**src/rtl/go_done_initiator_pkg.sv**
```systemverilog
// Shared definitions for the go/done handshake requester: state encoding,
// board defaults and the Moore output decode used by the FSM.
package go_done_initiator_pkg;

  typedef enum logic [1:0] {
    ST_IDLE = 2'd0,
    ST_REQ  = 2'd1,
    ST_ACK  = 2'd2,
    ST_ERR  = 2'd3
  } state_t;

  localparam int unsigned DEFAULT_CLK_HZ          = 32'd12000000;
  localparam int unsigned DEFAULT_DEBOUNCE_CYCLES = 32'd120000;
  localparam int unsigned DEFAULT_TIMEOUT_CYCLES  = 32'd36000000;

  typedef struct packed {
    logic go;
    logic busy;
    logic err;
  } outs_t;

  function automatic outs_t decode_outputs(input state_t s);
    outs_t o;
    o = '{go: 1'b0, busy: 1'b0, err: 1'b0};
    case (s)
      ST_IDLE: o = '{go: 1'b0, busy: 1'b0, err: 1'b0};
      ST_REQ:  o = '{go: 1'b1, busy: 1'b1, err: 1'b0};
      ST_ACK:  o = '{go: 1'b0, busy: 1'b1, err: 1'b0};
      ST_ERR:  o = '{go: 1'b0, busy: 1'b0, err: 1'b1};
      default: o = '{go: 1'b0, busy: 1'b0, err: 1'b0};
    endcase
    return o;
  endfunction

endpackage

```
**src/rtl/go_done_initiator_btn_debounce.sv**
```systemverilog
// Button conditioner: 2-flop synchronizer, stability counter and a one-cycle
// press pulse on each debounced rising edge (release is silent).
module go_done_initiator_btn_debounce
  import go_done_initiator_pkg::*;
#(
  parameter int unsigned DEBOUNCE_CYCLES = DEFAULT_DEBOUNCE_CYCLES
) (
  input  logic clk,
  input  logic rst,
  input  logic btn,
  output logic press
);

  localparam int unsigned CW = (DEBOUNCE_CYCLES > 32'd1) ? $clog2(DEBOUNCE_CYCLES) : 1;
  localparam logic [CW-1:0] CNT_LAST = CW'(DEBOUNCE_CYCLES - 32'd1);

  logic [1:0]    sync;
  logic [CW-1:0] cnt;
  logic          level;

  // Synchronize, count consecutive mismatch cycles, flip level once stable.
  always_ff @(posedge clk or posedge rst) begin
    if (rst) begin
      sync  <= 2'b00;
      cnt   <= '0;
      level <= 1'b0;
      press <= 1'b0;
    end else begin
      sync  <= {sync[0], btn};
      press <= 1'b0;
      if (sync[1] == level) begin
        cnt <= '0;
      end else if (cnt == CNT_LAST) begin
        cnt   <= '0;
        level <= sync[1];
        press <= sync[1];
      end else begin
        cnt <= cnt + CW'(1);
      end
    end
  end

endmodule

```
**src/rtl/go_done_initiator.sv**
```systemverilog
// Requester end of the 4-phase go/done handshake: one go per debounced press,
// transaction count on the LEDs, timeout into a sticky error state.
module go_done_initiator
  import go_done_initiator_pkg::*;
#(
  parameter int unsigned CLK_HZ          = DEFAULT_CLK_HZ,
  parameter int unsigned DEBOUNCE_CYCLES = DEFAULT_DEBOUNCE_CYCLES,
  parameter int unsigned TIMEOUT_CYCLES  = DEFAULT_TIMEOUT_CYCLES,
  parameter int unsigned CNT_W           = 4
) (
  input  logic             clk,
  input  logic             rst,
  input  logic             btn_in,
  input  logic             done_in,
  input  logic             err_clr,
  output logic             go_out,
  output logic             busy,
  output logic             err,
  output logic [CNT_W-1:0] led
);

  localparam int unsigned TW = (TIMEOUT_CYCLES > 32'd1) ? $clog2(TIMEOUT_CYCLES) : 1;
  localparam logic [TW-1:0] TIMER_LAST = TW'(TIMEOUT_CYCLES - 32'd1);

  if (CLK_HZ == 32'd0) begin : g_clk_hz_check
    $error("CLK_HZ must be non-zero");
  end

  logic          press;
  logic [1:0]    done_sync;
  logic          done_s;
  state_t        state;
  logic [TW-1:0] timer;

  assign done_s = done_sync[1];

  go_done_initiator_btn_debounce #(
    .DEBOUNCE_CYCLES(DEBOUNCE_CYCLES)
  ) u_btn_debounce (
    .clk  (clk),
    .rst  (rst),
    .btn  (btn_in),
    .press(press)
  );

  // done_in may come from an unrelated clock domain.
  always_ff @(posedge clk or posedge rst) begin
    if (rst) begin
      done_sync <= 2'b00;
    end else begin
      done_sync <= {done_sync[0], done_in};
    end
  end

  // Handshake sequencing; outputs are registered alongside the state they decode.
  always_ff @(posedge clk or posedge rst) begin
    if (rst) begin
      state                 <= ST_IDLE;
      timer                 <= '0;
      led                   <= '0;
      {go_out, busy, err}   <= decode_outputs(ST_IDLE);
    end else begin
      case (state)
        ST_IDLE: begin
          timer <= '0;
          if (press && !done_s) begin
            state               <= ST_REQ;
            {go_out, busy, err} <= decode_outputs(ST_REQ);
          end else begin
            {go_out, busy, err} <= decode_outputs(ST_IDLE);
          end
        end
        ST_REQ: begin
          // done wins over a simultaneous timeout
          if (done_s) begin
            state               <= ST_ACK;
            timer               <= '0;
            led                 <= led + CNT_W'(1);
            {go_out, busy, err} <= decode_outputs(ST_ACK);
          end else if (timer == TIMER_LAST) begin
            state               <= ST_ERR;
            timer               <= '0;
            {go_out, busy, err} <= decode_outputs(ST_ERR);
          end else begin
            timer               <= timer + TW'(1);
            {go_out, busy, err} <= decode_outputs(ST_REQ);
          end
        end
        ST_ACK: begin
          if (!done_s) begin
            state               <= ST_IDLE;
            timer               <= '0;
            {go_out, busy, err} <= decode_outputs(ST_IDLE);
          end else if (timer == TIMER_LAST) begin
            state               <= ST_ERR;
            timer               <= '0;
            {go_out, busy, err} <= decode_outputs(ST_ERR);
          end else begin
            timer               <= timer + TW'(1);
            {go_out, busy, err} <= decode_outputs(ST_ACK);
          end
        end
        ST_ERR: begin
          timer <= '0;
          if (err_clr && !done_s) begin
            state               <= ST_IDLE;
            {go_out, busy, err} <= decode_outputs(ST_IDLE);
          end else begin
            {go_out, busy, err} <= decode_outputs(ST_ERR);
          end
        end
        default: begin
          state               <= ST_IDLE;
          timer               <= '0;
          {go_out, busy, err} <= decode_outputs(ST_IDLE);
        end
      endcase
    end
  end

endmodule

```
**config.mk**
```make
export PLATFORM = sky130hd
export DESIGN_NAME = go_done_initiator
export DESIGN_NICKNAME = d
export VERILOG_FILES = /design/src/rtl/go_done_initiator_pkg.sv /design/src/rtl/go_done_initiator_btn_debounce.sv /design/src/rtl/go_done_initiator.sv
export SDC_FILE = /design/constraint.sdc
export NUM_CORES = 1
export LEC_CHECK = 0
export ABC_AREA = 0
export BUFFER_PORTS_ARGS = -buffer_cell sky130_fd_sc_hd__buf_2
export CAP_MARGIN = 5
export CORE_UTILIZATION = 61
export CTS_CLUSTER_DIAMETER = 100
export DETAILED_ROUTE_END_ITERATION = 12
export PLACE_DENSITY = 0.84
export SLEW_MARGIN = 25
export SYNTH_ARGS = -nofsm -noshare
export SYNTH_HDL_FRONTEND = slang
export SYNTH_SLANG_ARGS = --single-unit
```
**constraint.sdc**
```tcl
create_clock -name clk -period 1.94 [get_ports clk]
set_input_delay 0.388 -clock clk [delete_from_list [all_inputs] [get_ports clk]]
set_output_delay 0.388 -clock clk [all_outputs]
set_load 0.005 [all_outputs]
```
==> flow_metrics.tcl, run 1 <==
set metrics [dict create \
    worstMarginPinSlew_ns 0.547 \
    hold_path_class "input port to asynchronous set/reset pin" \
    startpoint_type "register" \
    finalHoldViolCount 0 \
    grt_pass1_wl_um 9490 \
    path_cells "nand4bb_1 > or4_4 > nor3_1 > mux2_2" \
    p_int_w 0.00207 \
    ys_seq_area_share_pct 50.1 \
    required_ns 2.16 \
    crit_slowest_cell "or4_4" \
    switching_share_pct 19.3 \
    maxCapViolations 0 \
    p_leak_nw 1.37 \
    cts.htree.levels 3 \
    cts_root_buf "clkbuf_8" \
    final_net_count 313 \
    antenna_found_initial 0 \
    row_count 24 \
    async_reset_ff_share_pct 100 \
    grt.total_usage_pct 24.3 \
    tns_ns 0 \
    syn_avg_cell_area_um2 10.2 \
    r2r_cells 4 \
    design.die.area_mm2 0.00503 \
    p_seq_share_pct 48.5 \
    rrSetupSlack_ns 0.10 \
    fin_ws_ns 0.104 \
    path_clk_slew_ns 0.06 \
    synth_top_area_cell "dfrtp_1" \
    numPlacedInstances 346 \
    status "complete, no violations" \
    clkPwrFrac_pct 48.8 \
    slew_viol_final 0 \
    ys_ff_latch 58 \
    die_h_um 70.9 \
    drc 0 \
    drive_gt1_share_pct 16.9 \
    final.period_utilization_pct 94.7 \
    die_x_um 70.9 \
    syn-num-nets 292 \
    clkLatencyLatePin_ns 0.33 \
    grt_max_degree 59 \
    comb_power_share_pct 2.8 \
    slew_headroom_pct 63.5 \
    final_cells 360 \
    drt_iter0_drc 153 \
    drt_pass1_iterations 4 \
    antenna_left 0 \
    synth_commonest_cells "58 x dfrtp_1, 29 x nor2_1, 22 x nand3_1" \
    design.core.area_mm2 0.00447 \
    r2r_end "u_btn_debounce.level$_DFFE_PP0P_" \
    pre_cts_ws_ns 0.0440 \
    clockBufferDepth 2 \
    areaGrowthSynthToFinish_pct 13.0 \
    switching_power_w 0.000495 \
    netlist_area_mm2 0.00290 \
    synth_ff_type "dfrtp_1" \
    synth_most_common_cell "dfrtp_1" \
    max_stage_delay_ns 0.53 \
    cts_hold_buffers 0 \
    avgRoutedWirePerCell_um 14.8 \
    initial_core_util_pct 64.8 \
    max_freq_ghz 0.545 \
    rsz0062_at_grt "false" \
    ir_drop_mv 0.460 \
    grt_pass1_vias 2142 \
    port_buffers 11 \
    via_count 2266 \
    synth-edff-count 0 \
    cts_made_buffers 9 \
    crit_type "register to register" \
    worstSetupEndpoint "u_btn_debounce.level$_DFFE_PP0P_" \
    synth-warning-count 0 \
    powerDensity_mw_per_mm2 782 \
    synth_cells 284 \
    synth_cell_types 46 \
    power_w 0.00256 \
    globalRouteOverflowTotal 0 \
    reg2reg_from "u_btn_debounce.cnt[6]$_DFF_PP0_" \
    gp_congestion 0.856 \
    ios 12 \
    crit_path_end_kind "register" \
    worstPathMaxFanout 6 \
    cts_tree "built" \
    vias_per_cell 6.29 \
    drt-total-wl_um 5310 \
    clock-sinks 58 \
    layout_min_cycle_time_ns 1.84 \
    antennaDiodeCount 0 \
    dp_hpwl_um 3550 \
    clock_skew_ns 0.0105 \
    setup_viol 0 \
    arrival_ns 2.06 \
    synth.area.top_cells "dfrtp_1 50%, xor2_1 5.1%, nand3_1 3.8%, nor2_1 3.8%, xnor2_1 3.6%" \
    cp-startpoint "u_btn_debounce.cnt[6]$_DFF_PP0_" \
    worst_hold_slack_ns 0.0956 \
    post_cts_buffers 0 \
    synth_top_area_share_pct 50.1 \
]
[cells by family after synthesis]
family	Yosys count	synth area share [%]
AND/OR/NAND/NOR	135	27.0
XOR/XNOR	29	8.76
AO/OA/AOI/OAI	39	8.46
buffers and inverters	18	3.63
adder cells (fa/ha/maj)	3	1.29
multiplexers	2	0.777
flip-flops	58	50.1
[per-layer routing]
metal	GRT usage, %	wire [µm]	vias to the layer above
met5	0	0	-
met4	12.4	123	0
met3	4.42	287	14
met2	40.0	2590	68
met1	30.9	2310	1111
li1	-	-	1073
[power groups by stage]
stage,Clock [W],Combinational (W),Sequential (W)
after floorplan,0,0.0000449,0.00126
after global placement,0,0.0000719,0.00126
after detailed placement,0,0.0000737,0.00126
after CTS,0.00127,0.0000739,0.00124
after global routing,0.00131,0.0000840,0.00124
final,0.00125,0.0000709,0.00124
[sequential cells by signal (all words and copies together) (netlist names)]
signal	count
go_out	1
u_btn_debounce.press	1
err	1
led	4
busy	1
u_btn_debounce.level	1
u_btn_debounce.cnt	17
state	2
u_btn_debounce.sync	2
timer	26
done_sync	2
[stage by stage]
step,utilization (%),cell area [µm²]
6_report,73.2,3280
5_1_grt,73.2,3280
4_1_cts,73.2,3270
3_5_place_dp,68.1,3050
3_3_place_gp,68.1,3050
2_1_floorplan,-,2900
[how the worst min path moves through the flow]
| stage | endpoint | slack (ns) | cells past startpoint |
|---|---|---|---|
| floorplan | done_sync[1]$_DFF_PP0_ | 0.33 | 0 |
| global route | u_btn_debounce.cnt[16]$_DFF_PP0_ | 0.13 | 3 |
| finish | done_sync[0]$_DFF_PP0_ | 0.1 | 3 |
| CTS | done_sync[0]$_DFF_PP0_ | 0.10 | 3 |
| global placement | u_btn_debounce.sync[1]$_DFF_PP0_ | 0.33 | 0 |
| detailed placement | u_btn_debounce.sync[1]$_DFF_PP0_ | 0.34 | 0 |
[cell usage in the layout, fill, tap and decap left out, drive strengths merged, types with 8 or more instances in the layout]
| master | netlist | final |
|---|---|---|
| inv | 8 | 8 |
| dfrtp | 58 | 58 |
| nand3 | 22 | 22 |
| nand4 | 14 | 14 |
| buf | 8 | 20 |
| nand2 | 14 | 14 |
| or3 | 8 | 8 |
| clkbuf | 2 | 12 |
| xor2 | 17 | 17 |
| xnor2 | 12 | 12 |
| nor2 | 29 | 29 |
| a21oi | 17 | 17 |
| o21ai | 11 | 11 |
| or4 | 10 | 10 |
[worst max-delay path, delay by kind of cell, from the launching register on]
| kind | cells | cell delay (ns) |
|---|---|---|
| multiplexers | 1 | 0.35 |
| flip-flops | 1 | 0.44 |
| AND/OR/NAND/NOR | 3 | 0.93 |
[cell type report]
class,count,area (µm²)
clock buffers,12,165
clock inverters,2,60.1
fillers,310,1200
inverters,8,30.0
multi-input cells,208,1350
flip-flops and latches,58,1450
well taps,52,65.1
repair buffers,20,160
[repair_timing]
action / 4_1_cts / 5_1_grt
endpoints found under the setup margin: 0 / 6
hold endpoints to repair: 0 / 0
gates resized for setup: 0 / 2
(Power assumes the default switching activity.)
==> inputs of run 2 (changes only) <==
- PLACE_DENSITY: 0.84 -> 0.79
==> flow_metrics.tcl, run 2 (synthesis results as in run 1) <==
set metrics [dict create \
    status "complete, no violations" \
    drt-total-wl_um 5980 \
    final.period_utilization_pct 94.4 \
    grt_pass1_vias 2178 \
    clockBufferDepth 2 \
    drc 0 \
    clock_skew_ns 0.00824 \
    gp_congestion 0.849 \
    ios 12 \
    cts_made_buffers 9 \
    antenna_left 0 \
    areaGrowthSynthToFinish_pct 13.0 \
    clock-sinks 58 \
    reg2reg_from "timer[8]$_DFF_PP0_" \
    globalRouteOverflowTotal 0 \
    dp_hpwl_um 3870 \
    path_clk_slew_ns 0.07 \
    rsz0062_at_grt "false" \
    cts_tree "built" \
    cts_resized 0 \
    row_count 24 \
    worstMarginPinSlew_ns 0.531 \
    grt.total_usage_pct 27.0 \
    startpoint_type "register" \
    fillCellCount 304 \
    port_buffers 11 \
    cts_root_buf "clkbuf_8" \
    avgRoutedWirePerCell_um 16.5 \
    grt_pass1_wl_um 10300 \
    design.die.area_mm2 0.00503 \
    drt_iter0_drc 205 \
    arrival_ns 2.10 \
    p_leak_nw 1.36 \
    regMostFlops "timer" \
    vias_per_cell 6.28 \
    worstPathMaxFanout 7 \
    numPlacedInstances 347 \
    clkLatencyLatePin_ns 0.35 \
    slew_headroom_pct 64.5 \
    finalHoldViolCount 0 \
    cts.htree.levels 3 \
    crit_type "register to register" \
    tns_ns 0 \
    powerDensity_mw_per_mm2 776 \
    drt_pass1_iterations 6 \
    antennaDiodeCount 0 \
    max_freq_ghz 0.546 \
    design.core.area_mm2 0.00447 \
    grt_max_degree 59 \
    most-common-layout-cells "58 x dfrtp_1, 29 x nor2_1, 22 x nand3_1, 17 x xor2_1, 16 x a21oi_1" \
    largest_registers "timer (26), u_btn_debounce.cnt (17), led (4)" \
    cts_hold_buffers 0 \
    drive_gt1_share_pct 17.7 \
    via_count 2281 \
    initial_core_util_pct 64.8 \
    layout_min_cycle_time_ns 1.83 \
    maxCapViolations 0 \
    post_cts_buffers 0 \
    setup_viol 0 \
    hold_path_class "input port to asynchronous set/reset pin" \
    crit_path_end_kind "register" \
    largest_reg_flops 26 \
    antenna_found_initial 0 \
    final_net_count 314 \
    die_h_um 70.9 \
    layout_commonest_cell "dfrtp_1" \
    rrSetupSlack_ns 0.11 \
    r2r_cells 4 \
    slew_viol_final 0 \
    required_ns 2.21 \
    final_cells 363 \
    r2r_end "state[1]$_DFFE_PP0P_" \
    die_x_um 70.9 \
    ir_drop_mv 0.567 \
]
[run 2: report_power, final]
part | switching, W | total, W | internal [W]
combinational | 0.0000442 | 0.0000724 | 0.0000282
clock | 0.000509 | 0.00123 | 0.000719
sequential | 0.0000169 | 0.00124 | 0.00122
[run 2: worst max path at each step]
stage | slack [ns] | endpoint | from | cells after the start
after global placement | 0.11 | timer[22]$_DFF_PP0_ | timer[1]$_DFF_PP0_ | 5
after detailed placement | 0.04 | timer[24]$_DFF_PP0_ | timer[1]$_DFF_PP0_ | 5
after CTS | 0.02 | timer[22]$_DFF_PP0_ | timer[1]$_DFF_PP0_ | 5
final | 0.11 | state[1]$_DFFE_PP0P_ | timer[8]$_DFF_PP0_ | 4
after floorplan | 0.12 | busy$_DFF_PP0_ | rst | 1
after global routing | 0.01 | state[1]$_DFFE_PP0P_ | timer[9]$_DFF_PP0_ | 4
[run 2: cell type report]
cell class                      count  area [µm²]  share of cell area [%]
Sequential cell                    58        1450                    44.3
Multi-Input combinational cell    208        1350                    41.0
Timing Repair Buffer               21         168                    5.12
Clock buffer                        9         124                    3.78
Clock inverter                      7        93.8                    2.86
Tap cell                           52        65.1                    1.99
Inverter                            8        30.0                   0.916
[run 2: stage by stage]
| stage | cell area [µm²] | power [W] | hold slack [ns] | worst slack (ns) | utilization [%] |
|---|---|---|---|---|---|
| 5_1_grt | 3280 | 0.00260 | 0.120 | 0.0132 | 73.2 |
| 3_5_place_dp | 3060 | 0.00134 | 0.348 | 0.0378 | 68.3 |
| 4_1_cts | 3270 | 0.00255 | 0.104 | 0.0215 | 73.2 |
| 3_3_place_gp | 3060 | 0.00133 | 0.336 | 0.105 | 68.3 |
| 6_report | 3280 | 0.00254 | 0.0869 | 0.108 | 73.2 |
| 2_1_floorplan | 2900 | 0.00130 | 0.331 | 0.124 | - |
[run 2: worst max-delay path, cell delays in order, from the launching register on]
cell     delay, ns
dfrtp_1       0.47
nor4b_1       0.38
nand3_1       0.22
or4_1         0.53
a22oi_1       0.14
[run 2: routing by layer]
layer	up-vias	wire length, µm	global-route usage, %
met2	67	2990	42.5
met4	0	123	15.3
met5	-	0	0
li1	1084	-	-
met3	12	260	4.70
met1	1118	2610	35.5
